### src/rtl/shared_counters_pkg.sv
// Shared types and defaults for the shared_counters command scheduler:
// command encodings, scheduler states and timeout defaults.
package shared_counters_pkg;

  localparam int N_REQ_DEF    = 4;
  localparam int N_DEF        = 10;
  localparam int G_DEF        = 4;
  localparam int ALLOC_TO_DEF = 8;
  localparam int READ_TO_DEF  = 16;

  typedef enum logic [2:0] {
    CMD_IDLE    = 3'b000,
    CMD_INC     = 3'b001,
    CMD_NEW     = 3'b010,
    CMD_DEALLOC = 3'b011,
    CMD_LOAD    = 3'b100,
    CMD_READ    = 3'b101
  } sc_cmd_e;

  typedef enum logic [2:0] {
    ST_IDLE,
    ST_ISSUE,
    ST_WAIT_ALLOC,
    ST_READ,
    ST_RESP
  } sched_state_e;

  // Encodings 000, 110 and 111 are never forwarded to shared_counters.
  function automatic logic sc_cmd_legal(input logic [2:0] cmd);
    logic legal;
    case (cmd)
      CMD_INC, CMD_NEW, CMD_DEALLOC, CMD_LOAD, CMD_READ: legal = 1'b1;
      default:                                           legal = 1'b0;
    endcase
    return legal;
  endfunction

endpackage

### src/rtl/shared_counters_sched_if.sv
// Requester-side handshake plus shared_counters command port, bundled for the scheduler.
// The slave modport is the scheduler; master is the requester/shared_counters side.
interface shared_counters_sched_if #(
  parameter int N_REQ = 4,
  parameter int G     = 4,
  parameter int ID_W  = 4
);
  import shared_counters_pkg::*;

  logic [N_REQ-1:0]         req_valid;
  logic [N_REQ-1:0]         req_ready;
  logic [3*N_REQ-1:0]       req_cmd;
  logic [ID_W*N_REQ-1:0]    req_id;
  logic [32*N_REQ-1:0]      req_size;
  logic [64*N_REQ-1:0]      req_load_data;

  logic [2:0]               sc_command_in;
  logic [ID_W-1:0]          sc_id;
  logic [31:0]              sc_new_counter_size;
  logic [63:0]              sc_load_data_in;
  logic                     sc_valid_load_data;
  logic [ID_W:0]            sc_allocation_id;
  logic                     sc_valid_allocation_id;
  logic [G-1:0]             sc_rdata_out;
  logic                     sc_valid_data_out;
  logic                     sc_last;

  logic                     rsp_valid;
  logic [$clog2(N_REQ)-1:0] rsp_owner;
  logic [G-1:0]             rsp_data;
  logic                     rsp_last;
  logic [ID_W:0]            rsp_alloc_id;
  logic                     rsp_err;

  modport slave (
    input  req_valid, req_cmd, req_id, req_size, req_load_data,
    input  sc_allocation_id, sc_valid_allocation_id, sc_rdata_out, sc_valid_data_out, sc_last,
    output req_ready,
    output sc_command_in, sc_id, sc_new_counter_size, sc_load_data_in, sc_valid_load_data,
    output rsp_valid, rsp_owner, rsp_data, rsp_last, rsp_alloc_id, rsp_err
  );

  modport master (
    output req_valid, req_cmd, req_id, req_size, req_load_data,
    output sc_allocation_id, sc_valid_allocation_id, sc_rdata_out, sc_valid_data_out, sc_last,
    input  req_ready,
    input  sc_command_in, sc_id, sc_new_counter_size, sc_load_data_in, sc_valid_load_data,
    input  rsp_valid, rsp_owner, rsp_data, rsp_last, rsp_alloc_id, rsp_err
  );

endinterface

### src/rtl/shared_counters_sched_rr_arbiter.sv
// Combinational round-robin arbiter: grants the first requester after ptr.
// The parent owns the pointer register and updates it with the grant index.
module rr_arbiter
  import shared_counters_pkg::*;
#(
  parameter int N_REQ = 4,
  parameter int PW    = $clog2(N_REQ)
) (
  input  logic [N_REQ-1:0] req,
  input  logic [PW-1:0]    ptr,
  input  logic             enable,
  output logic [N_REQ-1:0] grant,
  output logic [PW-1:0]    grant_idx,
  output logic             grant_any
);

  int idx;

  always_comb begin
    grant     = '0;
    grant_idx = '0;
    grant_any = 1'b0;
    idx       = 0;
    if (enable) begin
      for (int i = 1; i <= N_REQ; i++) begin
        idx = (int'(ptr) + i) % N_REQ;
        if (!grant_any && req[idx]) begin
          grant[idx] = 1'b1;
          grant_idx  = PW'(idx);
          grant_any  = 1'b1;
        end
      end
    end
  end

endmodule

### src/rtl/shared_counters_sched.sv
// Round-robin command scheduler sharing one shared_counters port between N_REQ requesters.
// Owns the port for the whole command (allocation wait, read burst) and routes responses back.
module shared_counters_sched
  import shared_counters_pkg::*;
#(
  parameter int N_REQ    = N_REQ_DEF,
  parameter int N        = N_DEF,
  parameter int G        = G_DEF,
  parameter int ID_W     = $clog2(N),
  parameter int ALLOC_TO = ALLOC_TO_DEF,
  parameter int READ_TO  = READ_TO_DEF
) (
  input  logic                    clk,
  input  logic                    rst,
  shared_counters_sched_if.slave  bus
);

  localparam int PW = $clog2(N_REQ);

  sched_state_e     state, state_nx;
  logic [PW-1:0]    ptr, owner, win_idx;
  logic [N_REQ-1:0] win_onehot;
  logic             win_any;
  logic [2:0]       cmd_q;
  logic             err_q;
  logic [15:0]      timer;
  logic             alloc_timeout, read_timeout;

  logic [2:0]       win_cmd;
  logic [ID_W-1:0]  win_id;
  logic [31:0]      win_size;
  logic [63:0]      win_data;
  logic             win_err;

  logic [2:0]       sc_cmd_r, sc_cmd_d;
  logic [ID_W-1:0]  sc_id_r, sc_id_d;
  logic [31:0]      sc_size_r, sc_size_d;
  logic [63:0]      sc_load_r, sc_load_d;
  logic             sc_vload_r, sc_vload_d;
  logic             rsp_valid_d, rsp_last_d, rsp_err_d;
  logic [G-1:0]     rsp_data_d;
  logic [ID_W:0]    rsp_alloc_d;

  rr_arbiter #(.N_REQ(N_REQ), .PW(PW)) u_arb (
    .req       (bus.req_valid),
    .ptr       (ptr),
    .enable    (state == ST_IDLE),
    .grant     (win_onehot),
    .grant_idx (win_idx),
    .grant_any (win_any)
  );

  always_comb begin
    win_cmd  = bus.req_cmd[win_idx*3 +: 3];
    win_id   = bus.req_id[win_idx*ID_W +: ID_W];
    win_size = bus.req_size[win_idx*32 +: 32];
    win_data = bus.req_load_data[win_idx*64 +: 64];
    // new_counter carries no target id, so only other commands are range-checked
    win_err  = !sc_cmd_legal(win_cmd) || (win_cmd != CMD_NEW && 32'(win_id) >= N);
  end

  assign alloc_timeout = (timer == 16'(ALLOC_TO - 1));
  assign read_timeout  = (timer == 16'(READ_TO - 1));

  always_ff @(posedge clk or negedge rst) begin
    if (!rst) state <= ST_IDLE;
    else      state <= state_nx;
  end

  always_comb begin
    state_nx = state;
    case (state)
      ST_IDLE:       if (win_any) state_nx = ST_ISSUE;
      ST_ISSUE: begin
        if (err_q)                 state_nx = ST_RESP;
        else if (cmd_q == CMD_NEW) state_nx = ST_WAIT_ALLOC;
        else if (cmd_q == CMD_READ) state_nx = ST_READ;
        else                       state_nx = ST_RESP;
      end
      ST_WAIT_ALLOC: if (bus.sc_valid_allocation_id || alloc_timeout) state_nx = ST_IDLE;
      ST_READ:       if ((bus.sc_valid_data_out && bus.sc_last) || read_timeout) state_nx = ST_IDLE;
      ST_RESP:       state_nx = ST_IDLE;
      default:       state_nx = ST_IDLE;
    endcase
  end

  // Computes the next value of every registered sc_* and rsp_* output.
  always_comb begin
    sc_cmd_d    = CMD_IDLE;
    sc_id_d     = '0;
    sc_size_d   = '0;
    sc_load_d   = '0;
    sc_vload_d  = 1'b0;
    rsp_valid_d = 1'b0;
    rsp_data_d  = '0;
    rsp_last_d  = 1'b0;
    rsp_alloc_d = '0;
    rsp_err_d   = 1'b0;
    bus.req_ready = '0;
    case (state)
      ST_IDLE: begin
        if (rst) bus.req_ready = win_onehot;
        if (win_any && !win_err) begin
          sc_cmd_d = win_cmd;
          sc_id_d  = win_id;
          if (win_cmd == CMD_NEW) sc_size_d = win_size;
          if (win_cmd == CMD_LOAD) begin
            sc_load_d  = win_data;
            sc_vload_d = 1'b1;
          end
        end
      end
      ST_ISSUE: begin
        if (err_q || !(cmd_q inside {CMD_NEW, CMD_READ})) begin
          rsp_valid_d = 1'b1;
          rsp_last_d  = 1'b1;
          rsp_err_d   = err_q;
        end else if (cmd_q == CMD_READ) begin
          sc_cmd_d = CMD_READ;
          sc_id_d  = sc_id_r;
        end
      end
      ST_WAIT_ALLOC: begin
        if (bus.sc_valid_allocation_id) begin
          rsp_valid_d = 1'b1;
          rsp_last_d  = 1'b1;
          rsp_alloc_d = bus.sc_allocation_id;
        end else if (alloc_timeout) begin
          rsp_valid_d = 1'b1;
          rsp_last_d  = 1'b1;
          rsp_err_d   = 1'b1;
        end
      end
      ST_READ: begin
        if (bus.sc_valid_data_out && bus.sc_last) begin
          rsp_valid_d = 1'b1;
          rsp_data_d  = bus.sc_rdata_out;
          rsp_last_d  = 1'b1;
        end else if (read_timeout) begin
          rsp_valid_d = 1'b1;
          rsp_data_d  = bus.sc_valid_data_out ? bus.sc_rdata_out : '0;
          rsp_last_d  = 1'b1;
          rsp_err_d   = 1'b1;
        end else begin
          sc_cmd_d = CMD_READ;
          sc_id_d  = sc_id_r;
          if (bus.sc_valid_data_out) begin
            rsp_valid_d = 1'b1;
            rsp_data_d  = bus.sc_rdata_out;
          end
        end
      end
      default: ;
    endcase
  end

  always_ff @(posedge clk or negedge rst) begin
    if (!rst) begin
      ptr   <= PW'(N_REQ - 1);
      owner <= '0;
      cmd_q <= CMD_IDLE;
      err_q <= 1'b0;
      timer <= '0;
    end else begin
      if (state == ST_IDLE && win_any) begin
        ptr   <= win_idx;
        owner <= win_idx;
        cmd_q <= win_cmd;
        err_q <= win_err;
      end
      timer <= (state == ST_WAIT_ALLOC || state == ST_READ) ? timer + 16'd1 : '0;
    end
  end

  always_ff @(posedge clk or negedge rst) begin
    if (!rst) begin
      sc_cmd_r         <= CMD_IDLE;
      sc_id_r          <= '0;
      sc_size_r        <= '0;
      sc_load_r        <= '0;
      sc_vload_r       <= 1'b0;
      bus.rsp_valid    <= 1'b0;
      bus.rsp_owner    <= '0;
      bus.rsp_data     <= '0;
      bus.rsp_last     <= 1'b0;
      bus.rsp_alloc_id <= '0;
      bus.rsp_err      <= 1'b0;
    end else begin
      sc_cmd_r         <= sc_cmd_d;
      sc_id_r          <= sc_id_d;
      sc_size_r        <= sc_size_d;
      sc_load_r        <= sc_load_d;
      sc_vload_r       <= sc_vload_d;
      bus.rsp_valid    <= rsp_valid_d;
      bus.rsp_owner    <= rsp_valid_d ? owner : '0;
      bus.rsp_data     <= rsp_data_d;
      bus.rsp_last     <= rsp_last_d;
      bus.rsp_alloc_id <= rsp_alloc_d;
      bus.rsp_err      <= rsp_err_d;
    end
  end

  assign bus.sc_command_in       = sc_cmd_r;
  assign bus.sc_id               = sc_id_r;
  assign bus.sc_new_counter_size = sc_size_r;
  assign bus.sc_load_data_in     = sc_load_r;
  assign bus.sc_valid_load_data  = sc_vload_r;

endmodule

### src/flat_wrapper.sv
// flat-port wrapper written by rule: the top's interface ports become plain ports
module shared_counters_sched_flat import shared_counters_pkg::*;
#(
  parameter int N_REQ    = N_REQ_DEF,
  parameter int N        = N_DEF,
  parameter int G        = G_DEF,
  parameter int ID_W     = $clog2(N),
  parameter int ALLOC_TO = ALLOC_TO_DEF,
  parameter int READ_TO  = READ_TO_DEF
)
  (clk, rst, bus_req_valid, bus_req_cmd, bus_req_id, bus_req_size, bus_req_load_data, bus_sc_allocation_id, bus_sc_valid_allocation_id, bus_sc_rdata_out, bus_sc_valid_data_out, bus_sc_last, bus_req_ready, bus_sc_command_in, bus_sc_id, bus_sc_new_counter_size, bus_sc_load_data_in, bus_sc_valid_load_data, bus_rsp_valid, bus_rsp_owner, bus_rsp_data, bus_rsp_last, bus_rsp_alloc_id, bus_rsp_err);
  shared_counters_sched_if #(.N_REQ(N_REQ), .G(G), .ID_W(ID_W)) bus_i ();
  input  logic clk;
  input  logic rst;
  input wire logic [$bits(bus_i.req_valid)-1:0] bus_req_valid;
  input wire logic [$bits(bus_i.req_cmd)-1:0] bus_req_cmd;
  input wire logic [$bits(bus_i.req_id)-1:0] bus_req_id;
  input wire logic [$bits(bus_i.req_size)-1:0] bus_req_size;
  input wire logic [$bits(bus_i.req_load_data)-1:0] bus_req_load_data;
  input wire logic [$bits(bus_i.sc_allocation_id)-1:0] bus_sc_allocation_id;
  input wire logic [$bits(bus_i.sc_valid_allocation_id)-1:0] bus_sc_valid_allocation_id;
  input wire logic [$bits(bus_i.sc_rdata_out)-1:0] bus_sc_rdata_out;
  input wire logic [$bits(bus_i.sc_valid_data_out)-1:0] bus_sc_valid_data_out;
  input wire logic [$bits(bus_i.sc_last)-1:0] bus_sc_last;
  output wire logic [$bits(bus_i.req_ready)-1:0] bus_req_ready;
  output wire logic [$bits(bus_i.sc_command_in)-1:0] bus_sc_command_in;
  output wire logic [$bits(bus_i.sc_id)-1:0] bus_sc_id;
  output wire logic [$bits(bus_i.sc_new_counter_size)-1:0] bus_sc_new_counter_size;
  output wire logic [$bits(bus_i.sc_load_data_in)-1:0] bus_sc_load_data_in;
  output wire logic [$bits(bus_i.sc_valid_load_data)-1:0] bus_sc_valid_load_data;
  output wire logic [$bits(bus_i.rsp_valid)-1:0] bus_rsp_valid;
  output wire logic [$bits(bus_i.rsp_owner)-1:0] bus_rsp_owner;
  output wire logic [$bits(bus_i.rsp_data)-1:0] bus_rsp_data;
  output wire logic [$bits(bus_i.rsp_last)-1:0] bus_rsp_last;
  output wire logic [$bits(bus_i.rsp_alloc_id)-1:0] bus_rsp_alloc_id;
  output wire logic [$bits(bus_i.rsp_err)-1:0] bus_rsp_err;
  assign bus_i.req_valid = bus_req_valid;
  assign bus_i.req_cmd = bus_req_cmd;
  assign bus_i.req_id = bus_req_id;
  assign bus_i.req_size = bus_req_size;
  assign bus_i.req_load_data = bus_req_load_data;
  assign bus_i.sc_allocation_id = bus_sc_allocation_id;
  assign bus_i.sc_valid_allocation_id = bus_sc_valid_allocation_id;
  assign bus_i.sc_rdata_out = bus_sc_rdata_out;
  assign bus_i.sc_valid_data_out = bus_sc_valid_data_out;
  assign bus_i.sc_last = bus_sc_last;
  assign bus_req_ready = bus_i.req_ready;
  assign bus_sc_command_in = bus_i.sc_command_in;
  assign bus_sc_id = bus_i.sc_id;
  assign bus_sc_new_counter_size = bus_i.sc_new_counter_size;
  assign bus_sc_load_data_in = bus_i.sc_load_data_in;
  assign bus_sc_valid_load_data = bus_i.sc_valid_load_data;
  assign bus_rsp_valid = bus_i.rsp_valid;
  assign bus_rsp_owner = bus_i.rsp_owner;
  assign bus_rsp_data = bus_i.rsp_data;
  assign bus_rsp_last = bus_i.rsp_last;
  assign bus_rsp_alloc_id = bus_i.rsp_alloc_id;
  assign bus_rsp_err = bus_i.rsp_err;
  shared_counters_sched #(.N_REQ(N_REQ), .N(N), .G(G), .ID_W(ID_W), .ALLOC_TO(ALLOC_TO), .READ_TO(READ_TO)) u_core (.clk(clk), .rst(rst), .bus(bus_i));
endmodule
### config.mk
export PLATFORM = sky130hd
export DESIGN_NAME = shared_counters_sched_flat
export DESIGN_NICKNAME = d
export VERILOG_FILES = /design/src/rtl/shared_counters_pkg.sv /design/src/rtl/shared_counters_sched_if.sv /design/src/rtl/shared_counters_sched_rr_arbiter.sv /design/src/rtl/shared_counters_sched.sv /design/src/flat_wrapper.sv
export SDC_FILE = /design/constraint.sdc
export NUM_CORES = 1
export LEC_CHECK = 0
export CORE_AREA = 2 2 216 218
export DETAILED_ROUTE_END_ITERATION = 8
export DIE_AREA = 0 0 218 220
export RECOVER_POWER = 100
export SETUP_SLACK_MARGIN = 0.5
export SLEW_MARGIN = 30
export SYNTH_ARGS = -nofsm -noshare
export SYNTH_HDL_FRONTEND = slang
export SYNTH_SLANG_ARGS = --single-unit
### constraint.sdc
create_clock -name clk -period 4.25 [get_ports clk]
set_input_delay 0.85 -clock clk [delete_from_list [all_inputs] [get_ports clk]]
set_output_delay 0.85 -clock clk [all_outputs]
set_load 0.01 [all_outputs]
==> results.yml <==
floorplan:
  die_h_um: 220
  core_area_um2: 45900
  num_rows: 79
  dieArea_um2: 48000
  ioPinCount: 552
  initial_core_util_pct: 18.6
  die_x_um: 218
timing:
  final-max-slew-violation-count: 104
  setup_viol: 0
  period_needed_ns: 3.76
  rsz0062_at_grt: "true"
  tightestPinTransition_ns: 1.57
  period_share_pct: 88.6
  finalHoldViolCount: 0
  hold_slack_ns: 0.263
  max_freq_mhz: 266
  skew_ns: 0.00863
  slew_headroom_pct: -4.94
cells_and_area:
  area_growth_pct: 81.6
  nFillCells: 4605
  drive_gt1_share_pct: 15.6
  finish.utilization_pct: 33.7
  final_nets: 1641
yosys:
  ys.flop_type: "dfrtp_1"
  syn-instance-count: 649
  synth-edff-count: 0
  netlist.area_leader.share_pct: 42.0
  ys_types: 64
  netlist_area_um2: 8520
  synth.area.top_cells: "dfrtp_1 (42%), mux4_2 (26%), nor2b_1 (7.6%)"
  synth_top_area_cell: "dfrtp_1"
  syn_avg_cell_area_um2: 13.1
  syn_nets: 1088
  synth_warnings: 0
  synthArstFlopShare_pct: 100
  ys_seq_area_share_pct: 42.6
  synth_seq_cells: 145
clocking:
  clock_latency_ns: 0.45
  clock_path_buffers: 2
  cts_buffers: 17
  clock_sinks: 145
  cts-root-buf: "clkbuf_16"
  clk_pin_slew_ns: 0.07
  tritoncts: "yes"
  htree_levels: 4
pwr:
  p_leak_nw: 6.43
  powerDensity_nw_per_um2: 584
  ir_drop_v: 0.000416
  power_mw: 9.03
global_routing:
  overflow: 0
  grt_pass1_wl_um: 52500
  grt_use_total_pct: 15.0
  antenna_found_initial: 2
  grt_pass1_vias: 8348
  grt_max_degree: 64
route:
  top_layer: "met5"
  wl_met2_um: 18700
  viasPerCell: 4.27
  drtIter0Drc: 331
  drtPass1Iterations: 5
  drt-wirelength-per-cell_um: 20.1
  wirelength_met1_um: 14600
  wl_met3_um: 2460
  ant_nets: 0
  wirelength_um: 36700
  vias: 7783
  drc: 0
worst_setup_path:
  crit_arrival_ns: 4.15
  critPathKind: "reg -> reg"
  crit_chain: "inv_2 -> ha_4 -> mux4_2 -> nor2b_4 -> or3_4 -> nand3_4 -> mux2i_1 -> nor2_1 -> a2111oi_2 -> a32o_1"
  cp-end-kind: "flop"
  crit_path_max_incr_delay_ns: 0.60
  path_max_fanout: 9
  worstSetupStartpointType: "flop"
  crit_slowest_cell: "a2111oi_2"
  crit_required_ns: 4.63
run_status:
  outcome: "finished, violations left"
  violations: "capacitance limit, slew limit"
flow_run:
  maxCapViolations: 2
place:
  dpl.hpwl_um: 30700
  routabilityCongestion: 0.814
  numPortBuffers: 551
worst_hold_path:
  hold_class: "in -> async"
==> synth_stat cells (3+ instances only) <==
master	count
a21oi_1	3
and2b_1	4
buf_2	16
nand2b_1	4
nand2_1	18
buf_6	8
mux4_2	100
nor4_1	5
o211ai_1	12
mux2i_1	3
a221oi_1	4
and3_1	8
a22oi_1	4
a21o_1	6
nor2_1	40
o31ai_1	13
xnor2_1	3
nand3_1	5
ha_1	9
xor2_1	11
inv_1	7
mux2i_2	3
and2_1	8
nand4_1	17
clkbuf_1	24
a22o_1	3
o21ai_0	18
dfrtp_1	143
buf_4	4
nor2b_1	104
==> timing repair <==
| item | in CTS | in global routing |
|---|---|---|
| setup endpoints to repair | 4 | 5 |
| hold buffers | 0 | 0 |
| buffers inserted | 1 | 1 |
| pin swaps | 0 | 1 |
| resized for setup | 12 | 5 |
==> cells by family after synthesis <==
group	Yosys count	synth area share [%]
fa+ha+maj	9	1.32
mux	108	27.7
xor+xnor	14	1.44
compound gates	84	7.56
flops	145	42.6
simple gates	228	15.6
buf+inv	61	3.80
==> report_power, final <==
group | internal (mW) | switching (mW) | total [mW]
clock | 0.896 | 0.710 | 1.61
combinational | 3.04 | 2.58 | 5.62
sequential | 1.69 | 0.117 | 1.80
==> cell usage in the layout (no fill, tap or decap), types with 8 or more instances in the layout <==
cell type        Yosys  final
xor2_1              11     11
clkdlybuf4s50_1      0    424
mux4_2             100    100
nand4_1             17     17
and3_1               8      8
o211ai_1            12     12
buf_4                4     21
ha_1                 9      8
dfrtp_1            143    143
clkbuf_16            0     17
nor2_1              40     40
nor2b_1            104    104
dlygate4sd3_1        0    118
o21ai_0             18     18
o31ai_1             13     13
nand2_1             18     18
==> through the flow <==
stage / cell area (um2) / setup WS, ns / instances / TNS (ns)
4_1_cts: 15500 / 0.518 / 1821 / 0
5_1_grt: 15500 / 0.251 / 1822 / 0
3_3_place_gp: 14900 / 0.0911 / 1788 / 0
3_5_place_dp: 14900 / -0.0146 / 1788 / -0.0150
6_report: 15500 / 0.486 / 1823 / 0
2_1_floorplan: 8520 / 0.526 / 649 / 0
==> cell type report <==
| cell class | instances | area [um2] | area share, % |
|---|---|---|---|
| clock inverters | 15 | 188 | 1.21 |
| clock buffers | 17 | 425 | 2.75 |
| inverters | 7 | 26.3 | 0.170 |
| flip-flops and latches | 145 | 3630 | 23.5 |
| repair buffers | 588 | 5850 | 37.8 |
| multi-input cells | 443 | 4600 | 29.7 |
| well taps | 607 | 759 | 4.91 |
| diodes | 1 | 2.50 | 0.0162 |
==> final timing paths <==
check                                               endpoint  slack [ns]       startpoint  cells after the start
hold / removal                u_core.bus.sc_load_data_in[54]        0.26              rst                      1
max in group asynchronous  u_core.bus.sc_new_counter_size[3]        2.15              rst                      2
setup reg to reg                         u_core.bus.sc_id[0]        0.49    u_core.ptr[0]                     10
hold reg to reg                              u_core.timer[0]        0.47  u_core.timer[0]                      1
setup / recovery                         u_core.bus.sc_id[0]        0.49    u_core.ptr[0]                     10
min in group clk                             u_core.timer[0]        0.47  u_core.timer[0]                      1
==> flip-flops by register name, summed over array words and instances, names as in the netlist, 3 cells and up <==
signal and cells:
u_core.bus.sc_command_in 3, u_core.bus.rsp_alloc_id 5, u_core.cmd_q 3, u_core.bus.sc_load_data_in 64
u_core.state 3, u_core.bus.rsp_data 4, u_core.timer 16, u_core.bus.sc_id 4
u_core.bus.sc_new_counter_size 32
==> layer usage <==
layer	track usage [%]	vias up
met5	0	-
met2	25.2	337
li1	-	3554
met3	4.06	45
met4	5.69	2
met1	18.3	3845
==> worst max-delay path: cells and delay by family, from the launching register on <==
family	cells	cell delay, ns
AO/OA/AOI/OAI	2	0.87
flip-flops	1	0.55
AND/OR/NAND/NOR	4	0.82
multiplexers	2	1.08
buffers and inverters	1	0.08
adder cells (fa/ha/maj)	1	0.29
Note: power is estimated with default switching activity, not from simulation.
